File: config.mk
export PLATFORM = sky130hd
export DESIGN_NAME = fp_mul_arbiter
export DESIGN_NICKNAME = d
export VERILOG_FILES = /design/src/rtl/fp_mul_arbiter.sv
export SDC_FILE = /design/constraint.sdc
export NUM_CORES = 1
export LEC_CHECK = 0
export ABC_AREA = 1
export BUFFER_PORTS_ARGS = -buffer_cell sky130_fd_sc_hd__buf_2
export CAP_MARGIN = 0
export CORE_MARGIN = 1.5
export CORE_UTILIZATION = 54
export CTS_BUF_LIST = sky130_fd_sc_hd__clkbuf_4
export DETAILED_ROUTE_END_ITERATION = 7
export PLACE_DENSITY_LB_ADDON = 0.15
export SLEW_MARGIN = 0
export SYNTH_ARGS = -nofsm -noshare
export SYNTH_HDL_FRONTEND = slang
export SYNTH_SLANG_ARGS = --single-unit
File: constraint.sdc
create_clock -name clk_i -period 2.84 [get_ports clk_i]
set_input_delay 0.568 -clock clk_i [delete_from_list [all_inputs] [get_ports clk_i]]
set_output_delay 0.568 -clock clk_i [all_outputs]
set_load 0.05 [all_outputs]
File: src/rtl/fp_mul_arbiter.sv
// Round-robin arbiter that shares one single-precision multiplier among N_REQ requesters.
// One operation in flight; tagged product returned on a single response port with timeout recovery.
module fp_mul_arbiter #(
    parameter int unsigned N_REQ          = 4,
    parameter int unsigned ID_W           = $clog2(N_REQ),
    parameter int unsigned TIMEOUT_CYCLES = 16
) (
    input  logic                  clk_i,
    input  logic                  reset_i,
    input  logic [N_REQ-1:0]      req_valid_i,
    input  logic [32*N_REQ-1:0]   req_a_i,
    input  logic [32*N_REQ-1:0]   req_b_i,
    output logic [N_REQ-1:0]      req_ready_o,
    output logic                  mul_start_o,
    output logic [31:0]           mul_a_o,
    output logic [31:0]           mul_b_o,
    input  logic                  mul_done_i,
    input  logic [31:0]           mul_product_i,
    output logic                  rsp_valid_o,
    input  logic                  rsp_ready_i,
    output logic [ID_W-1:0]       rsp_id_o,
    output logic [31:0]           rsp_product_o,
    output logic                  rsp_error_o,
    output logic                  busy_o
);

    localparam int unsigned DATA_W = 32;
    localparam int unsigned CNT_W  = $clog2(TIMEOUT_CYCLES + 1);
    localparam int unsigned SUM_W  = ID_W + 1;
    localparam logic [DATA_W-1:0] QNAN = 32'h7FC0_0000;

    typedef enum logic [1:0] {
        S_IDLE  = 2'd0,
        S_ISSUE = 2'd1,
        S_WAIT  = 2'd2,
        S_RESP  = 2'd3
    } state_e;

    state_e              state_q, state_d;
    logic [ID_W-1:0]     rr_ptr_q, rr_ptr_d;
    logic [ID_W-1:0]     grant_q, grant_d;
    logic [DATA_W-1:0]   op_a_q, op_a_d;
    logic [DATA_W-1:0]   op_b_q, op_b_d;
    logic [CNT_W-1:0]    cnt_q, cnt_d;
    logic                start_q, start_d;
    logic                rsp_valid_q, rsp_valid_d;
    logic [ID_W-1:0]     rsp_id_q, rsp_id_d;
    logic [DATA_W-1:0]   rsp_product_q, rsp_product_d;
    logic                rsp_error_q, rsp_error_d;
    logic                busy_q, busy_d;

    logic                found_c;
    logic [ID_W-1:0]     grant_c;
    logic [DATA_W-1:0]   sel_a_c;
    logic [DATA_W-1:0]   sel_b_c;
    logic [DATA_W-1:0]   a_arr [N_REQ];
    logic [DATA_W-1:0]   b_arr [N_REQ];

    // Unpacked views of the packed operand buses.
    for (genvar i = 0; i < N_REQ; i++) begin : g_unpack
        assign a_arr[i] = req_a_i[DATA_W*i +: DATA_W];
        assign b_arr[i] = req_b_i[DATA_W*i +: DATA_W];
    end

    // First valid requester at or after rr_ptr, wrapping at N_REQ.
    always_comb begin
        logic [SUM_W-1:0] sum;
        logic [ID_W-1:0]  idx;
        found_c = 1'b0;
        grant_c = '0;
        sel_a_c = '0;
        sel_b_c = '0;
        sum     = '0;
        idx     = '0;
        for (int unsigned k = 0; k < N_REQ; k++) begin
            sum = {1'b0, rr_ptr_q} + SUM_W'(k);
            if (sum >= SUM_W'(N_REQ)) begin
                sum = sum - SUM_W'(N_REQ);
            end
            idx = sum[ID_W-1:0];
            if (!found_c && req_valid_i[idx]) begin
                found_c = 1'b1;
                grant_c = idx;
                sel_a_c = a_arr[idx];
                sel_b_c = b_arr[idx];
            end
        end
    end

    always_comb begin
        state_d       = state_q;
        rr_ptr_d      = rr_ptr_q;
        grant_d       = grant_q;
        op_a_d        = op_a_q;
        op_b_d        = op_b_q;
        cnt_d         = cnt_q;
        start_d       = 1'b0;
        rsp_valid_d   = rsp_valid_q;
        rsp_id_d      = rsp_id_q;
        rsp_product_d = rsp_product_q;
        rsp_error_d   = rsp_error_q;
        req_ready_o   = '0;

        case (state_q)
            S_IDLE: begin
                if (found_c) begin
                    req_ready_o[grant_c] = 1'b1;
                    grant_d = grant_c;
                    op_a_d  = sel_a_c;
                    op_b_d  = sel_b_c;
                    start_d = 1'b1;
                    state_d = S_ISSUE;
                end
            end
            S_ISSUE: begin
                cnt_d   = '0;
                state_d = S_WAIT;
            end
            S_WAIT: begin
                cnt_d = cnt_q + CNT_W'(1);
                // A done coinciding with the timeout cycle takes priority.
                if (mul_done_i) begin
                    rsp_valid_d   = 1'b1;
                    rsp_id_d      = grant_q;
                    rsp_product_d = mul_product_i;
                    rsp_error_d   = 1'b0;
                    state_d       = S_RESP;
                end else if (cnt_q + CNT_W'(1) == CNT_W'(TIMEOUT_CYCLES)) begin
                    rsp_valid_d   = 1'b1;
                    rsp_id_d      = grant_q;
                    rsp_product_d = QNAN;
                    rsp_error_d   = 1'b1;
                    state_d       = S_RESP;
                end
            end
            S_RESP: begin
                if (rsp_ready_i) begin
                    rsp_valid_d   = 1'b0;
                    rsp_id_d      = '0;
                    rsp_product_d = '0;
                    rsp_error_d   = 1'b0;
                    op_a_d        = '0;
                    op_b_d        = '0;
                    rr_ptr_d      = (grant_q == ID_W'(N_REQ - 1)) ? '0 : grant_q + ID_W'(1);
                    state_d       = S_IDLE;
                end
            end
            default: begin
                state_d = S_IDLE;
            end
        endcase

        busy_d = (state_d != S_IDLE);
    end

    always_ff @(posedge clk_i) begin
        if (reset_i) begin
            state_q       <= S_IDLE;
            rr_ptr_q      <= '0;
            grant_q       <= '0;
            op_a_q        <= '0;
            op_b_q        <= '0;
            cnt_q         <= '0;
            start_q       <= 1'b0;
            rsp_valid_q   <= 1'b0;
            rsp_id_q      <= '0;
            rsp_product_q <= '0;
            rsp_error_q   <= 1'b0;
            busy_q        <= 1'b0;
        end else begin
            state_q       <= state_d;
            rr_ptr_q      <= rr_ptr_d;
            grant_q       <= grant_d;
            op_a_q        <= op_a_d;
            op_b_q        <= op_b_d;
            cnt_q         <= cnt_d;
            start_q       <= start_d;
            rsp_valid_q   <= rsp_valid_d;
            rsp_id_q      <= rsp_id_d;
            rsp_product_q <= rsp_product_d;
            rsp_error_q   <= rsp_error_d;
            busy_q        <= busy_d;
        end
    end

    assign mul_start_o   = start_q;
    assign mul_a_o       = op_a_q;
    assign mul_b_o       = op_b_q;
    assign rsp_valid_o   = rsp_valid_q;
    assign rsp_id_o      = rsp_id_q;
    assign rsp_product_o = rsp_product_q;
    assign rsp_error_o   = rsp_error_q;
    assign busy_o        = busy_q;

endmodule

# == Word-level counts from Yosys, hierarchy flattened ==
# Index checks and enable logic that the tools add are counted.
# W data, S select, Z words.
# classes
n_addsub,9
eq_ne,8
n_reduce_logical,17
n_shift,0
div_mod_pow,0
mul,0
n_bitwise,5
n_mux,82
n_lt_le_gt_ge,14
# op_table
operator,count
$mux W32,29
$bmux W32 S2,8
$pmux W32 S2,3
$mux W2,16
$ge A3 B3 Y1 const B,7
$lt A2 B3 Y1 const B,5
$mux W1,14
$not A2 Y3,4
$pmux W5 S2,1
$bmux W1 S2,4
$mux W4,2
$pmux W2 S4,1
$reduce_bool A2 Y1,4
$sub A2 B1 Y2 const B,4
$add A2 B2 Y3 const B,2
$eq A2 B2 Y1 const B,3
$reduce_and A3 Y1,2
$add A5 B1 Y5 const B,1
$eq A5 B5 Y1 const B,1
$logic_and A1 B1 Y1,4
$ne A2 B2 Y1 const B,2
$pmux W1 S2,2
$pmux W2 S2,1
$reduce_and A2 Y1,2
11 further kinds,13
# totals
out_inout_bits,106
word_cells,147
regBits,113
input_bits,296
mem_bits_ro,0
n_memories,0
ramBits,0
latch_bits,0

# == Depth between registers and ports, before layout ==
# depth
ltp_word,20
mapped_depth,14
mapped_depth_nobuf,12

# == Worst setup path before layout ==
# Ideal clock, no wire load.
# synth_timing
kind,input -> output
start,input req_valid_i[0]
end,output req_ready_o[1]
path_buffers,1
t_arrival_ns,2.239
cell_stages,11
path_slack_ns,0.033
t_required_ns,2.272
cell_sequence,inv_1 nand2_1 nand3_1 nand2_2 nor2_8 buf_2 nand2_1 nand2_1 xor2_1 nand2_1 nor2_1
# synth_between
elab_chain_cells,18
elab_cells_between_ends,29
cone_classes,order compare (2); mux (20); reduce/logical (7)
# synth_lines
item,line_no,text
from (decl),10,"input logic [N_REQ-1:0] req_valid_i,"
$bmux W1 S2,81,if (!found_c && req_valid_i[idx]) begin
$mux W1 (not written as such),81,
$mux W1,81,
$logic_not A1 Y1,81,
$logic_and A1 B1 Y1,81,
$mux W1,81,
$logic_not A1 Y1,81,
$logic_and A1 B1 Y1,81,
[... 2 more ...],n/a,
$logic_and A1 B1 Y1,81,
$mux W2,81,
$lt A2 B3 Y1 (not written as such) / $ge A2 B1 Y1 (equally long branches),107,req_ready_o[grant_c] = 1'b1;
$logic_and A1 B1 Y1 (not written as such),107,
$mux W1 (not written as such),107,
$demux W1 S2,107,
$mux W4 *,106,if (found_c) begin
$mux W4 *,104,case (state_q)
to (decl),13,"output logic [N_REQ-1:0] req_ready_o,"
# Every way passes the cells marked *; elsewhere a longest branch is shown, timed or not. The select of a mux whose other input is x is not followed.

# == Final worst setup path ==
# layout_timing
start,register rr_ptr_q[0]
end,output req_ready_o[1]
# layout_between
elab_chain_cells,20
elab_cells_between_ends,44
cone_classes,add/sub (7); order compare (6); mux (24); reduce/logical (7)
# layout_lines
item,line_no,text
from (decl),40,"logic [ID_W-1:0] rr_ptr_q, rr_ptr_d;"
from (signal assigned),172,rr_ptr_q <= rr_ptr_d;
"parallel branches: the longest is 18 deep, another holds $add A2 B1 Y3",n/a,
$mux W4 *,106,
$mux W4 *,104,
# Mark *: on every way between the ends. The select of a mux whose other input is x is not followed.

==> summary.md <==
| Metric | Value |
|---|---|
| Number of global-route vias before repair | 15800 |
| Syn Area/Cell | 5.04 µm² |
| Met2 WL post-DR | 21.3 mm |
| Ratio of cells with drive above 1 in the final layout | 0.186 |
| Hold Crit Class | input port to register |
| DR top layer | met5 |
| Async SR Flop Fraction | 0 |
| Met3 WL | 5.12 mm |
| Worst-path clk slew | 0.16 ns |
| Logic pwr share | 0.447 |
| Area delta synth->final | 18.9% |
| Clock skew | 0.0311 ns |
| Final setup viols | 4 |
| CTS root buffer | clkbuf_4 |
| GRT Total Usage | 0.371 |
| Inserted Clock Buffers | 17 |
| Worst skew pair latency | 0.58 ns |
| Drt pass-1 iters | 5 |
| H-tree Lvls | 4 |
| Switch share | 0.477 |
| Die Area | 24800 µm² |
| CP Capture Type | output port |
| Warnings, synthesis | 0 |
| CTS tree | done |
| Fin. Hold Viols | 0 |
| Top cells by count, synth | 1255 x nand2_1, 305 x o21ai_0, 267 x nand3_1 |
| Achievable Freq | 0.342 GHz |
| Fin Setup TNS | -0.294 ns |
| Post-DR wirelength/cell | 14.9 µm |
| Die W | 157 µm |
| Most common cell in the synthesized netlist | nand2_1 |
| Routed Antenna Nets | 0 |
| Maxcap violations | 0 |
| Cells after synthesis | 2554 |
| Reg-to-Reg Start | rr_ptr_q[0] |
| Hold buffers post-CTS | 0 |
| CP Class | register to output port |
| Clk sink count | 113 |
| Maximum VDD drop | 366 µV |
| Power share of the sequential group | 0.308 |
| Mapped Nets | 2857 |
| Final period utilization | 1.03 |
| Power share of the clock group | 0.245 |
| DRC | 0 |
| Register area share after synthesis | 0.176 |
| CP required | 2.27 ns |
| Fin crit period | 2.92 ns |
| CP max FO | 7 |
| RR Endpoint | mul_b_o[18] |
| Reg2Reg Setup Slack | 0.41 ns |
| Io pins | 402 |
| Yosys top cell area share | 0.366 |
| Die height | 157 µm |
| Top post-synthesis cells by area | nand2_1 37%, dfxtp_1 18%, o21ai_0 12% |
| Placed Area | 14700 µm² |
| Top FF cell, synth | dfxtp_1 |
| Unrepaired setup endpoints after global routing | yes |
| Initial Utilization | 0.549 |
| Metal-1 WL | 19.0 mm |
| Worst Tran Pin Value | 1.09 ns |
| Synth Cell Area | 12900 µm² |
| Rows | 56 |
| Failing checks | setup timing |
| Core ar. | 23500 µm² |
| Startpoint Class | register |
| Status | finished, violations left |
| Int Pwr | 0.00310 W |
| Vias | 17700 |
| Via density | 5.61 |
| IO buf count | 401 |
| R2R depth | 14 |
| Worst Hold End | rsp_product_o[10] |
| Hold Path Stages | 3 |
| Dpl cells | 3102 |
| HP Start | mul_product_i[10] |
| Post-synth EDFFs | 0 |
| Critical Path AT | 2.36 ns |
| Grt ovf | 0 |
| Switching power | 0.00283 W |
| Post-route setup slack | -0.0838 ns |
| Synth cell types | 30 |
| Nets | 3119 |
| Post-DP HPWL | 29.7 mm |
| GPL Wtd Cong | 0.898 |
| Synth Register Bits | 113 |
| CTS Buffer Depth | 2 |
| Dominant cell type by area after synthesis | nand2_1 |
| Starting DRC count in detailed routing | 1660 |
| Slew HR | 0.271 |
| Pins Over Slew Limit | 0 |
| Initial antenna violation count | 8 |
| LEAKAGE | 8.22 nW |
| Cell Pwr Density | 387 nW/µm² |
| Largest net degree at the start of global routing | 157 |
| Final non-filler cell total | 3155 |
| Post-Route WL | 46.9 mm |
| First-pass GRT wire length | 74.9 mm |
| Post-Layout Inst Area | 15300 µm² |
[final cells by class]
type,count,area (µm²)
Multi-Input combinational cell,2075,9150
Fill cell,2335,8160
Timing Repair Buffer,452,2560
Sequential cell,113,2270
Inverter,157,599
Tap cell,319,399
Clock inverter,15,184
Clock buffer,17,128
Antenna cell,7,17.5
[through the flow]
| stage | util | setup WS [ns] | power [W] | hold WS [ns] |
|---|---|---|---|---|
| global route | 0.652 | -0.174 | 0.00627 | 0.177 |
| CTS | 0.648 | -0.147 | 0.00586 | 0.187 |
| detailed placement | 0.626 | 0.0916 | 0.00440 | 0.452 |
| floorplan | - | 0.0328 | 0.00363 | 0.455 |
| global placement | 0.626 | 0.163 | 0.00436 | 0.445 |
| finish | 0.652 | -0.0838 | 0.00592 | 0.214 |
[power groups by stage]
| stage | logic, W | clock network, W | registers (W) |
|---|---|---|---|
| 2_1_floorplan | 0.00134 | 0 | 0.00229 |
| 3_3_place_gp | 0.00251 | 0 | 0.00185 |
| 3_5_place_dp | 0.00254 | 0 | 0.00186 |
| 4_1_cts | 0.00259 | 0.00145 | 0.00182 |
| 5_1_grt | 0.00291 | 0.00152 | 0.00183 |
| 6_report | 0.00265 | 0.00145 | 0.00182 |
[worst max-delay path, cell delays in order (launching register included)]
cell and delay [ns]:
dfxtp_4 0.41, buf_8 0.13, buf_6 0.12, nand2_4 0.06
o21ai_4 0.06, o21ai_4 0.24, buf_4 0.17, nand4_1 0.11
nand2_2 0.12, inv_1 0.08, nor2_2 0.13, buf_6 0.17
[worst max path at each step]
stage	from	to	slack [ns]	cells after the start
after floorplan	req_valid_i[0]	req_ready_o[1]	0.03	11
after global placement	req_valid_i[0]	req_ready_o[3]	0.16	13
after detailed placement	req_valid_i[0]	req_ready_o[1]	0.09	13
after CTS	rr_ptr_q[0]	req_ready_o[3]	-0.15	11
after global routing	rr_ptr_q[0]	req_ready_o[1]	-0.17	11
final	rr_ptr_q[0]	req_ready_o[1]	-0.08	11
[metal layers]
layer  GRT usage  vias up
li1            -     8750
met1       0.476     7805
met2       0.599     1014
met3      0.0642      128
met4       0.185        4
met5           0        -
[flip-flops by register name (all words and copies together), names as in the netlist, 2 cells and up]
signal	cells
mul_b_o	32
cnt_q	5
mul_a_o	32
rr_ptr_q	2
rsp_id_o	2
state_q	2
rsp_product_o	32
grant_q	2
[cell families (layout without fill, tap and decap cells)]
kind of cell	Yosys count	count (layout)	synth area share
adder cells (fa/ha/maj)	7	7	0.00680
AO/OA/AOI/OAI	452	452	0.179
other	0	7	0
flip-flops	113	113	0.176
XOR/XNOR	3	3	0.00204
buffers and inverters	366	641	0.122
AND/OR/NAND/NOR	1613	1613	0.514
[what timing repair did]
action	CTS	global route
setup endpoints to repair	4	4
cloned	1	0
setup buffers	11	2
pin swaps	8	6
gates resized for setup	27	19
[layout by cell type (no fill, tap or decap), drive strengths merged]
master / instances
ha: 7
or2: 1
buf: 451
xor2: 3
o22ai: 1
clkbuf: 17
dfxtp: 113
inv: 168
nor2: 13
a211oi: 1
nand3: 269
o21ai: 334
a21oi: 107
o211ai: 9
nand3b: 1
bufbuf: 1
bufinv: 2
nand4: 66
diode: 7
clkinvlp: 2
nand2: 1263
Note: power is estimated with default switching activity, not from simulation.
